### src/rtl/pipe_reg_packer_if.sv
// ============================================================================
// Module      : pipe_reg_packer_if
// Description : Upstream/downstream handshake and field bus for pipe_reg_packer.
// Revision    : 1.0 - initial release
// ============================================================================
`default_nettype none

interface pipe_reg_packer_if;
    logic         in_valid;
    logic         in_ready;
    logic [31:0]  in_inst;
    logic [31:0]  in_a_data;
    logic [31:0]  in_b_data;
    logic [31:0]  in_pc;
    logic [2:0]   in_jump;
    logic         in_alu_a_src;
    logic [3:0]   in_alu_b_src;
    logic [15:0]  in_aluop;
    logic [4:0]   in_mem_wen_pick;
    logic [1:0]   in_reg_valid;
    logic         in_mem_read;
    logic         in_reg_write;
    logic [15:0]  in_reg_write_src;
    logic [5:0]   in_reg_write_tgt;
    logic [3:0]   in_mul_control;
    logic [7:0]   in_branch;
    logic         in_r_type;
    logic [4:0]   in_regfile_waddr;
    logic         out_valid;
    logic         out_ready;
    logic [219:0] out_data;

    // Producer of decoded fields and consumer of the packed bundle
    modport master (
        output in_valid, in_inst, in_a_data, in_b_data, in_pc, in_jump,
               in_alu_a_src, in_alu_b_src, in_aluop, in_mem_wen_pick,
               in_reg_valid, in_mem_read, in_reg_write, in_reg_write_src,
               in_reg_write_tgt, in_mul_control, in_branch, in_r_type,
               in_regfile_waddr, out_ready,
        input  in_ready, out_valid, out_data
    );

    modport slave (
        input  in_valid, in_inst, in_a_data, in_b_data, in_pc, in_jump,
               in_alu_a_src, in_alu_b_src, in_aluop, in_mem_wen_pick,
               in_reg_valid, in_mem_read, in_reg_write, in_reg_write_src,
               in_reg_write_tgt, in_mul_control, in_branch, in_r_type,
               in_regfile_waddr, out_ready,
        output in_ready, out_valid, out_data
    );
endinterface

`default_nettype wire

### src/rtl/pipe_reg_packer.sv
// ============================================================================
// Module      : pipe_reg_packer
// Description : Packs decoded fields into the 220-bit pipe-register bundle and
//               holds it in a valid/ready stage. Define PIPE_REG_SKID_EN for
//               the two-entry build with a registered in_ready.
// Revision    : 1.0 - initial release
// ============================================================================
`default_nettype none

module pipe_reg_packer #(
    parameter int unsigned STALL_CNT_W = 32
) (
    input  logic                   clk,
    input  logic                   rst,
    input  logic                   flush,
    pipe_reg_packer_if.slave       bus,
    output logic [STALL_CNT_W-1:0] stall_cnt
);

    localparam logic [STALL_CNT_W-1:0] c_STALL_ONE = {{(STALL_CNT_W-1){1'b0}}, 1'b1};
    localparam logic [STALL_CNT_W-1:0] c_STALL_MAX = {STALL_CNT_W{1'b1}};

`ifdef PIPE_REG_SKID_EN
    typedef enum logic [1:0] {
        S_EMPTY = 2'd0,
        S_FULL1 = 2'd1,
        S_FULL2 = 2'd2
    } state_t;
`else
    typedef enum logic [1:0] {
        S_EMPTY = 2'd0,
        S_FULL1 = 2'd1
    } state_t;
`endif

    state_t                 state_q, state_d;
    logic [219:0]           main_q, main_d;
    logic [STALL_CNT_W-1:0] stall_q, stall_d;
    logic [219:0]           w_packed;
    logic                   w_out_valid;
    logic                   w_in_ready;
    logic                   w_in_fire;
    logic                   w_out_fire;
`ifdef PIPE_REG_SKID_EN
    logic [219:0]           skid_q, skid_d;
    logic                   in_ready_q, in_ready_d;
`endif

    assign w_packed = {19'd0,
                       bus.in_inst, bus.in_a_data, bus.in_b_data, bus.in_pc,
                       bus.in_jump, bus.in_alu_a_src, bus.in_alu_b_src,
                       bus.in_aluop, bus.in_mem_wen_pick, bus.in_reg_valid,
                       bus.in_mem_read, bus.in_reg_write, bus.in_reg_write_src,
                       bus.in_reg_write_tgt, bus.in_mul_control, bus.in_branch,
                       bus.in_r_type, bus.in_regfile_waddr};

    assign w_out_valid = (state_q != S_EMPTY);

    // Held low while rst is asserted so nothing is accepted in the reset cycle
`ifdef PIPE_REG_SKID_EN
    assign w_in_ready = in_ready_q & ~rst;
`else
    assign w_in_ready = (~w_out_valid | bus.out_ready) & ~rst;
`endif

    assign w_in_fire  = bus.in_valid & w_in_ready;
    assign w_out_fire = w_out_valid & bus.out_ready;

    always_comb begin
        state_d = state_q;
        main_d  = main_q;
`ifdef PIPE_REG_SKID_EN
        skid_d  = skid_q;
`endif
        case (state_q)
            S_EMPTY: begin
                if (w_in_fire) begin
                    state_d = S_FULL1;
                    main_d  = w_packed;
                end
            end
            S_FULL1: begin
`ifdef PIPE_REG_SKID_EN
                if (w_in_fire && w_out_fire) begin
                    main_d = w_packed;
                end else if (w_in_fire) begin
                    state_d = S_FULL2;
                    skid_d  = w_packed;
                end else if (w_out_fire) begin
                    state_d = S_EMPTY;
                end
`else
                // A fire here implies out_ready, so the held beat leaves as the new one lands
                if (w_in_fire) begin
                    main_d = w_packed;
                end else if (w_out_fire) begin
                    state_d = S_EMPTY;
                end
`endif
            end
`ifdef PIPE_REG_SKID_EN
            S_FULL2: begin
                if (w_out_fire) begin
                    state_d = S_FULL1;
                    main_d  = skid_q;
                end
            end
`endif
            default: state_d = S_EMPTY;
        endcase

        // Redirect drops held entries; payload registers stay as they were
        if (flush) begin
            state_d = S_EMPTY;
            main_d  = main_q;
`ifdef PIPE_REG_SKID_EN
            skid_d  = skid_q;
`endif
        end
    end

`ifdef PIPE_REG_SKID_EN
    assign in_ready_d = (state_d != S_FULL2);
`endif

    always_comb begin
        stall_d = stall_q;
        if (w_out_valid && !bus.out_ready && (stall_q != c_STALL_MAX)) begin
            stall_d = stall_q + c_STALL_ONE;
        end
    end

    always_ff @(posedge clk) begin
        if (rst) begin
            state_q    <= S_EMPTY;
            main_q     <= '0;
            stall_q    <= '0;
`ifdef PIPE_REG_SKID_EN
            skid_q     <= '0;
            in_ready_q <= 1'b1;
`endif
        end else begin
            state_q    <= state_d;
            main_q     <= main_d;
            stall_q    <= stall_d;
`ifdef PIPE_REG_SKID_EN
            skid_q     <= skid_d;
            in_ready_q <= in_ready_d;
`endif
        end
    end

    assign bus.in_ready  = w_in_ready;
    assign bus.out_valid = w_out_valid;
    assign bus.out_data  = main_q;
    assign stall_cnt     = stall_q;

endmodule

`default_nettype wire

### src/flat_wrapper.sv
// flat-port wrapper written by rule: the top's interface ports become plain ports
module pipe_reg_packer_flat 
#(
    parameter int unsigned STALL_CNT_W = 32
)
  (clk, rst, flush, stall_cnt, bus_in_valid, bus_in_inst, bus_in_a_data, bus_in_b_data, bus_in_pc, bus_in_jump, bus_in_alu_a_src, bus_in_alu_b_src, bus_in_aluop, bus_in_mem_wen_pick, bus_in_reg_valid, bus_in_mem_read, bus_in_reg_write, bus_in_reg_write_src, bus_in_reg_write_tgt, bus_in_mul_control, bus_in_branch, bus_in_r_type, bus_in_regfile_waddr, bus_out_ready, bus_in_ready, bus_out_valid, bus_out_data);
  pipe_reg_packer_if bus_i ();
  input  logic clk;
  input  logic rst;
  input  logic flush;
  output logic [STALL_CNT_W-1:0] stall_cnt;
  input wire logic [$bits(bus_i.in_valid)-1:0] bus_in_valid;
  input wire logic [$bits(bus_i.in_inst)-1:0] bus_in_inst;
  input wire logic [$bits(bus_i.in_a_data)-1:0] bus_in_a_data;
  input wire logic [$bits(bus_i.in_b_data)-1:0] bus_in_b_data;
  input wire logic [$bits(bus_i.in_pc)-1:0] bus_in_pc;
  input wire logic [$bits(bus_i.in_jump)-1:0] bus_in_jump;
  input wire logic [$bits(bus_i.in_alu_a_src)-1:0] bus_in_alu_a_src;
  input wire logic [$bits(bus_i.in_alu_b_src)-1:0] bus_in_alu_b_src;
  input wire logic [$bits(bus_i.in_aluop)-1:0] bus_in_aluop;
  input wire logic [$bits(bus_i.in_mem_wen_pick)-1:0] bus_in_mem_wen_pick;
  input wire logic [$bits(bus_i.in_reg_valid)-1:0] bus_in_reg_valid;
  input wire logic [$bits(bus_i.in_mem_read)-1:0] bus_in_mem_read;
  input wire logic [$bits(bus_i.in_reg_write)-1:0] bus_in_reg_write;
  input wire logic [$bits(bus_i.in_reg_write_src)-1:0] bus_in_reg_write_src;
  input wire logic [$bits(bus_i.in_reg_write_tgt)-1:0] bus_in_reg_write_tgt;
  input wire logic [$bits(bus_i.in_mul_control)-1:0] bus_in_mul_control;
  input wire logic [$bits(bus_i.in_branch)-1:0] bus_in_branch;
  input wire logic [$bits(bus_i.in_r_type)-1:0] bus_in_r_type;
  input wire logic [$bits(bus_i.in_regfile_waddr)-1:0] bus_in_regfile_waddr;
  input wire logic [$bits(bus_i.out_ready)-1:0] bus_out_ready;
  output wire logic [$bits(bus_i.in_ready)-1:0] bus_in_ready;
  output wire logic [$bits(bus_i.out_valid)-1:0] bus_out_valid;
  output wire logic [$bits(bus_i.out_data)-1:0] bus_out_data;
  assign bus_i.in_valid = bus_in_valid;
  assign bus_i.in_inst = bus_in_inst;
  assign bus_i.in_a_data = bus_in_a_data;
  assign bus_i.in_b_data = bus_in_b_data;
  assign bus_i.in_pc = bus_in_pc;
  assign bus_i.in_jump = bus_in_jump;
  assign bus_i.in_alu_a_src = bus_in_alu_a_src;
  assign bus_i.in_alu_b_src = bus_in_alu_b_src;
  assign bus_i.in_aluop = bus_in_aluop;
  assign bus_i.in_mem_wen_pick = bus_in_mem_wen_pick;
  assign bus_i.in_reg_valid = bus_in_reg_valid;
  assign bus_i.in_mem_read = bus_in_mem_read;
  assign bus_i.in_reg_write = bus_in_reg_write;
  assign bus_i.in_reg_write_src = bus_in_reg_write_src;
  assign bus_i.in_reg_write_tgt = bus_in_reg_write_tgt;
  assign bus_i.in_mul_control = bus_in_mul_control;
  assign bus_i.in_branch = bus_in_branch;
  assign bus_i.in_r_type = bus_in_r_type;
  assign bus_i.in_regfile_waddr = bus_in_regfile_waddr;
  assign bus_i.out_ready = bus_out_ready;
  assign bus_in_ready = bus_i.in_ready;
  assign bus_out_valid = bus_i.out_valid;
  assign bus_out_data = bus_i.out_data;
  pipe_reg_packer #(.STALL_CNT_W(STALL_CNT_W)) u_core (.clk(clk), .rst(rst), .flush(flush), .bus(bus_i), .stall_cnt(stall_cnt));
endmodule
### config.mk
export PLATFORM = sky130hd
export DESIGN_NAME = pipe_reg_packer_flat
export DESIGN_NICKNAME = d
export VERILOG_FILES = /design/src/rtl/pipe_reg_packer_if.sv /design/src/rtl/pipe_reg_packer.sv /design/src/flat_wrapper.sv
export SDC_FILE = /design/constraint.sdc
export NUM_CORES = 1
export LEC_CHECK = 0
export BUFFER_PORTS_ARGS = -buffer_cell sky130_fd_sc_hd__buf_2
export CORE_AREA = 2 2 180 182
export CTS_CLUSTER_DIAMETER = 80
export DETAILED_ROUTE_END_ITERATION = 8
export DIE_AREA = 0 0 182 184
export PLACE_DENSITY = 0.57
export SLEW_MARGIN = 25
export SYNTH_ARGS = -nofsm -noshare
export SYNTH_HDL_FRONTEND = slang
export SYNTH_SLANG_ARGS = --single-unit
### constraint.sdc
create_clock -name clk -period 3.15 [get_ports clk]
set_clock_uncertainty 0.1 [all_clocks]
set_input_delay 0.1575 -clock clk [delete_from_list [all_inputs] [get_ports clk]]
set_output_delay 0.1575 -clock clk [all_outputs]
set_load 0.03 [all_outputs]
==> results of run 1 <==
[routing by layer]
metal | wire length, um | part of all wire (%)
met1 | 12590 | 40
met2 | 15510 | 49
met3 | 2553 | 8.1
met4 | 1022 | 3.2
met5 | 0 | 0
[registers in the layout (all words and copies together), names as in the netlist]
register	flops
u_core.bus.out_data	201
u_core.stall_cnt	32
u_core.state_q	1
[cell type report]
class,count,area [um2]
flip-flops and latches,234,4684
well taps,402,503.0
clock buffers,38,787.0
inverters,4,15.01
clock inverters,11,113.9
repair buffers,655,4370
multi-input cells,779,3622
fillers,3048,17300
[final timing paths]
check,start,to,slack [ns],depth (start not counted)
setup / recovery,u_core.stall_cnt[21],u_core.stall_cnt[13],0.67,6
hold / removal,rst,u_core.stall_cnt[10],0.10,3
setup reg to reg,u_core.stall_cnt[21],u_core.stall_cnt[13],0.67,6
hold reg to reg,u_core.bus.out_data[106],u_core.bus.out_data[106],0.35,2
[cells in the final DEF (no fill, tap or decap), types with 6 or more instances in the layout]
master,n
dlygate4sd3_1,204
o31ai_1,6
conb_1,19
clkbuf_8,7
buf_2,439
and3_1,6
or3_1,10
o41ai_1,7
clkbuf_16,27
a21oi_1,224
or4_1,6
nor2_1,11
nand4_1,8
dfxtp_1,234
o21ai_0,9
buf_4,8
nand3_1,10
clkinv_2,6
nand2_1,416
[worst max-delay path: cells and delay by family (launching register included)]
family	cells	cell delay, ns
DFF	1	0.40
and+or+nand+nor	3	0.73
AOI/OAI and AO/OA	2	0.81
buffers and inverters	1	0.32
[logic make-up (layout without fill, tap and decap cells)]
family,Yosys count,count (layout)
xor+xnor,3,3
compound gates,254,254
buf+inv,101,708
flops,234,234
simple gates,498,498
fa+ha+maj,1,1
other cells,1,19
mux,4,4
[synthesized netlist by cell type]
cell,instances,share of area (%)
nand2_1,417,18
dfxtp_1,234,54
a21oi_1,224,13
clkbuf_1,65,2.8
buf_4,21,1.8
nor2_1,11,0.47
nand3_1,10,0.58
or3_1,10,0.72
o21ai_0,9,0.52
buf_1,8,0.35
nand4_1,8,0.58
o41ai_1,7,0.70
and3_1,6,0.43
o31ai_1,6,0.52
or4_1,6,0.52
and4_1,5,0.50
nor2b_1,5,0.36
inv_1,4,0.17
nand4bb_1,4,0.52
nor3_1,4,0.23
nand4b_1,3,0.30
buf_6,2,0.26
mux2_1,2,0.26
mux2_2,2,0.26
nand3_2,2,0.23
nor4_1,2,0.14
xnor2_1,2,0.20
a21oi_2,1,0.10
a31o_1,1,0.10
a31o_2,1,0.10
and2_0,1,0.072
and2_1,1,0.072
buf_2,1,0.057
conb_1,1,0.043
ha_1,1,0.14
nand2b_1,1,0.072
nand4_2,1,0.14
o2111ai_1,1,0.10
o21ba_1,1,0.12
o311a_1,1,0.12
o31a_1,1,0.10
o41ai_4,1,0.32
or4_4,1,0.13
xor2_1,1,0.10
[power by group]
part	switching, mW	internal, mW
sequential	0.0416	3.05
combinational	0.508	0.380
clock	1.26	1.90
total	1.81	5.32
[repair_timing]
action	CTS	global route
endpoints found under the hold margin	203	0
hold buffers	204	0
setup buffers	0	0
gates resized for setup	0	0
[metrics by stage]
stage | util (%) | worst slack [ns] | total power [mW] | area, um2
floorplan | - | 0.6315 | 3.562 | 8771
global placement | 35.53 | 0.7136 | 3.825 | 11150
detailed placement | 35.53 | 0.6711 | 3.830 | 11150
CTS | 44.90 | 0.6694 | 7.209 | 14100
global route | 44.90 | 0.5112 | 7.407 | 14100
finish | 44.90 | 0.6658 | 7.133 | 14100
==> flow_metrics.py, run 1 <==
metrics = {
    "pwr": {
        "power_leakage_nw": 6.198,
        "cellPowerDensity_nw_per_um2": 506.0,
        "irDropWorstVdd_mv": 0.3677,
    },
    "outcome": {
        "outcome": "complete, no violations",
    },
    "synth": {
        "synth_compound_area_share_pct": 15.67,
        "ys_types": 44,
        "ys_seq_elements": 234,
        "synth_mux_area_share_pct": 0.5175,
        "synth-xor-area-share_pct": 0.3019,
        "syn_area_um2": 8703,
        "syn_area_per_cell_um2": 7.941,
        "syn_inst": 1096,
        "synth_top_family_by_area": "simple AND/OR/NAND/NOR gates",
        "synthAdderAreaFrac_pct": 0.1438,
        "synth-seq-area-share_pct": 53.82,
        "yosysWarnings": 0,
        "synth-simple-area-share_pct": 24.05,
    },
    "die": {
        "start_util_pct": 27.72,
        "core_area_um2": 31390,
        "die_h_um": 184,
        "row_count": 65,
        "io_pins": 460,
        "die-width_um": 182,
        "die-area_um2": 33490,
    },
    "grt": {
        "grtUsageMet1_pct": 20.60,
        "grt_use_met2_pct": 30.76,
        "first_global_vias": 9437,
        "grt_antenna_before_repair": 0,
        "grtUsageTotal_pct": 17.57,
        "gr-total-overflow": 0,
        "grt_max_degree": 117,
        "grt_use_met3_pct": 4.675,
        "grt_pass1_wl_um": 48670,
        "top_usage_layer": "met2",
    },
    "detailed_routing": {
        "drtIter0Drc": 546,
        "vias_per_cell": 4.570,
        "wirelength_um": 31680,
        "vias": 9703,
        "post_drt_wl_per_cell_um": 14.92,
        "first_pass_iters": 5,
        "ant_nets": 0,
        "drc": 0,
    },
    "worst_setup_path": {
        "worstSetupEndpointType": "flop",
        "crit_type": "flop to flop",
        "slowest_delay_ns": 0.62,
        "worst-path-max-fanout": 20,
        "start_kind": "flop",
        "path_cells": "nand2_1 -> or3_1 -> o41ai_4 -> buf_4 -> nor4_1 -> o21ba_1",
        "crit_arrival_ns": 2.81,
        "critPathSlowestCell": "o41ai_4",
        "cp.required_ns": 3.48,
    },
    "timing": {
        "whs_ns": 0.1040,
        "tightest_slew_ns": 1.067,
        "slew_viol_final": 0,
        "finalCritPeriodShare_pct": 78.86,
        "relSlewSlack_pct": 28.90,
        "finalHoldViolCount": 0,
        "setup_tns_ns": 0,
        "final-setup-viol-count": 0,
        "layout_min_cycle_time_ns": 2.484,
        "fmax_ghz": 0.4025,
        "rsz0062_at_grt": "false",
    },
    "placement": {
        "post-place-cells": 1870,
        "dp_hpwl_um": 20390,
        "gp_congestion": 0.8373,
        "portBuffers": 440,
    },
    "job": {
        "drv_cap": 0,
    },
    "clock_tree": {
        "h-tree-depth": 1,
        "clock-sinks": 234,
        "clkTransAtPathRegs_ns": 0.06,
        "insertion_delay_ns": 0.54,
        "cts_tree": "built",
        "cts_root_buf": "clkbuf_16",
        "numCtsBuffers": 27,
        "cts_buffer_depth": 3,
    },
    "cells_and_area": {
        "final_net_count": 1908,
        "area_delta_synth_final_pct": 61.96,
        "drive_above_1_share_pct": 29.46,
        "diodes": 0,
        "stdcell_count": 2123,
    },
    "min_path": {
        "hp-class": "input pin to flop",
    },
}
(Power assumes the default switching activity.)
==> run 2: changes to the inputs <==
CORE_AREA = 2 2 177 179   (was 2 2 180 182)
DIE_AREA = 0 0 179 181   (was 0 0 182 184)
PLACE_DENSITY = 0.6   (was 0.57)
clock period = 2.1 ns   (was 3.15 ns; I/O delays follow)
==> flow_metrics.py, run 2 (same netlist as run 1, synthesis figures left out) <==
metrics = {
    "worst_setup_path": {
        "startpoint": "u_core.stall_cnt[11]",
        "start_kind": "flop",
        "crit_arrival_ns": 2.45,
        "worst-path-max-fanout": 9,
        "crit_type": "flop to flop",
        "rr_startpoint": "u_core.stall_cnt[11]",
        "cp.required_ns": 2.46,
        "worstSetupEndpointType": "flop",
    },
    "grt": {
        "grt_antenna_before_repair": 0,
        "grt_pass1_wl_um": 50600,
        "grt_max_degree": 181,
        "gr-total-overflow": 0,
        "first_global_vias": 10109,
        "grtUsageTotal_pct": 19.02,
    },
    "timing": {
        "layout_min_cycle_time_ns": 2.086,
        "finalCritPeriodShare_pct": 99.34,
        "fmax_ghz": 0.4794,
        "tightest_slew_ns": 1.022,
        "slew_viol_final": 0,
        "rsz0062_at_grt": "true",
        "finalHoldViolCount": 0,
        "relSlewSlack_pct": 31.88,
        "final-setup-viol-count": 0,
        "whs_ns": 0.01201,
        "setup_ws_ns": 0.01386,
    },
    "pwr": {
        "irDropWorstVdd_mv": 0.6011,
        "cellPowerDensity_nw_per_um2": 713.8,
        "power_leakage_nw": 6.588,
        "power_mw": 10.58,
    },
    "cells_and_area": {
        "diodes": 0,
        "largest_reg_flops": 201,
        "final_common_cell": "buf_2",
        "fillers": 2797,
        "area_delta_synth_final_pct": 70.27,
        "final_cell_mix": "buf_2, nand2_1, a21oi_1",
        "drive_above_1_share_pct": 33.84,
        "final_net_count": 1965,
    },
    "detailed_routing": {
        "drc": 0,
        "vias": 10094,
        "first_pass_iters": 6,
        "wirelength_um": 32370,
        "vias_per_cell": 4.647,
        "post_drt_wl_per_cell_um": 14.90,
        "ant_nets": 0,
        "drtIter0Drc": 472,
    },
    "placement": {
        "dp_slack_ns": -0.01996,
        "dp_hpwl_um": 20690,
        "portBuffers": 440,
        "gp_congestion": 0.9008,
    },
    "clock_tree": {
        "h-tree-depth": 1,
        "insertion_delay_ns": 0.53,
        "cts_buffer_depth": 3,
        "clock-sinks": 234,
        "numCtsBuffers": 26,
        "clkTransAtPathRegs_ns": 0.06,
        "cts_tree": "built",
        "cts_root_buf": "clkbuf_16",
    },
    "die": {
        "die_h_um": 181,
        "core_area_um2": 30350,
        "start_util_pct": 28.68,
        "die-width_um": 179,
        "die-area_um2": 32400,
        "row_count": 64,
        "io_pins": 460,
    },
    "outcome": {
        "outcome": "complete, no violations",
    },
    "min_path": {
        "hp-class": "input pin to flop",
        "min-delay-start": "rst",
    },
    "job": {
        "drv_cap": 0,
    },
}
-- run 2: cell types whose count changed in the layout (fill, tap and decap cells not counted), moves of 3 or more --
cell	previous run	this run
buf_12	3	16
buf_4	8	50
buf_6	1	4
clkinv_2	6	3
dfxtp_1	234	209
dfxtp_2	0	11
dfxtp_4	0	14
mux2_4	0	3
-- run 2: path summary, 6_finish.rpt --
kind	slack (ns)	depth (start not counted)	end
setup / recovery	0.01	6	u_core.stall_cnt[31]
hold / removal	0.01	3	u_core.stall_cnt[24]
setup reg to reg	0.01	6	u_core.stall_cnt[31]
hold reg to reg	0.35	2	u_core.bus.out_data[101]
-- run 2: repair_timing --
| action | 4_1_cts | 5_1_grt |
|---|---|---|
| endpoints found under the setup margin | 4 | 15 |
| pin swaps | 2 | 3 |
| endpoints found under the hold margin | 203 | 0 |
| gates cloned | 0 | 0 |
| buffers inserted | 2 | 0 |
| resized for setup | 2 | 8 |
| hold buffers | 204 | 0 |
-- run 2: critical path: stages, from the launching register on --
cell and delay, ns:
dfxtp_4 0.34, nand4_1 0.12, or3_4 0.41, or4_4 0.60, buf_6 0.17, a31o_1 0.18
a21oi_2 0.10
-- run 2: stage by stage --
step | setup TNS (ns) | utilization (%) | instances | area, um2
global route | -0.3278 | 48.83 | 2172 | 14820
finish | 0 | 48.83 | 2172 | 14820
global placement | -0.006339 | 39.01 | 1920 | 11840
floorplan | -0.3211 | - | 1114 | 8894
CTS | 0 | 48.67 | 2172 | 14770
detailed placement | -0.01996 | 39.01 | 1920 | 11840
-- run 2: final cells by class --
type,instances,area (um2),share of cell area (%)
Inverter,4,15.01,0.1013
Sequential cell,234,4751,32.06
Tap cell,396,495.5,3.343
Clock buffer,39,823.3,5.556
Timing Repair Buffer,713,4980,33.60
Multi-Input combinational cell,779,3712,25.05
Clock inverter,7,42.54,0.2871
-- run 2: power breakdown --
| group | switching, mW | total (mW) | internal, mW | leakage, nW |
|---|---|---|---|---|
| clock network | 1.87 | 4.58 | 2.70 | 0.426 |
| logic | 0.769 | 1.39 | 0.617 | 4.25 |
| registers | 0.0643 | 4.62 | 4.55 | 1.92 |
| total | 2.71 | 10.6 | 7.87 | 6.59 |
-- run 2: metal layers --
metal / routed length [um] / GRT usage [%]
met2: 15860 / 33.31
met5: 0 / 0
met4: 1442 / 8.650
met1: 12540 / 21.30
met3: 2520 / 5.114
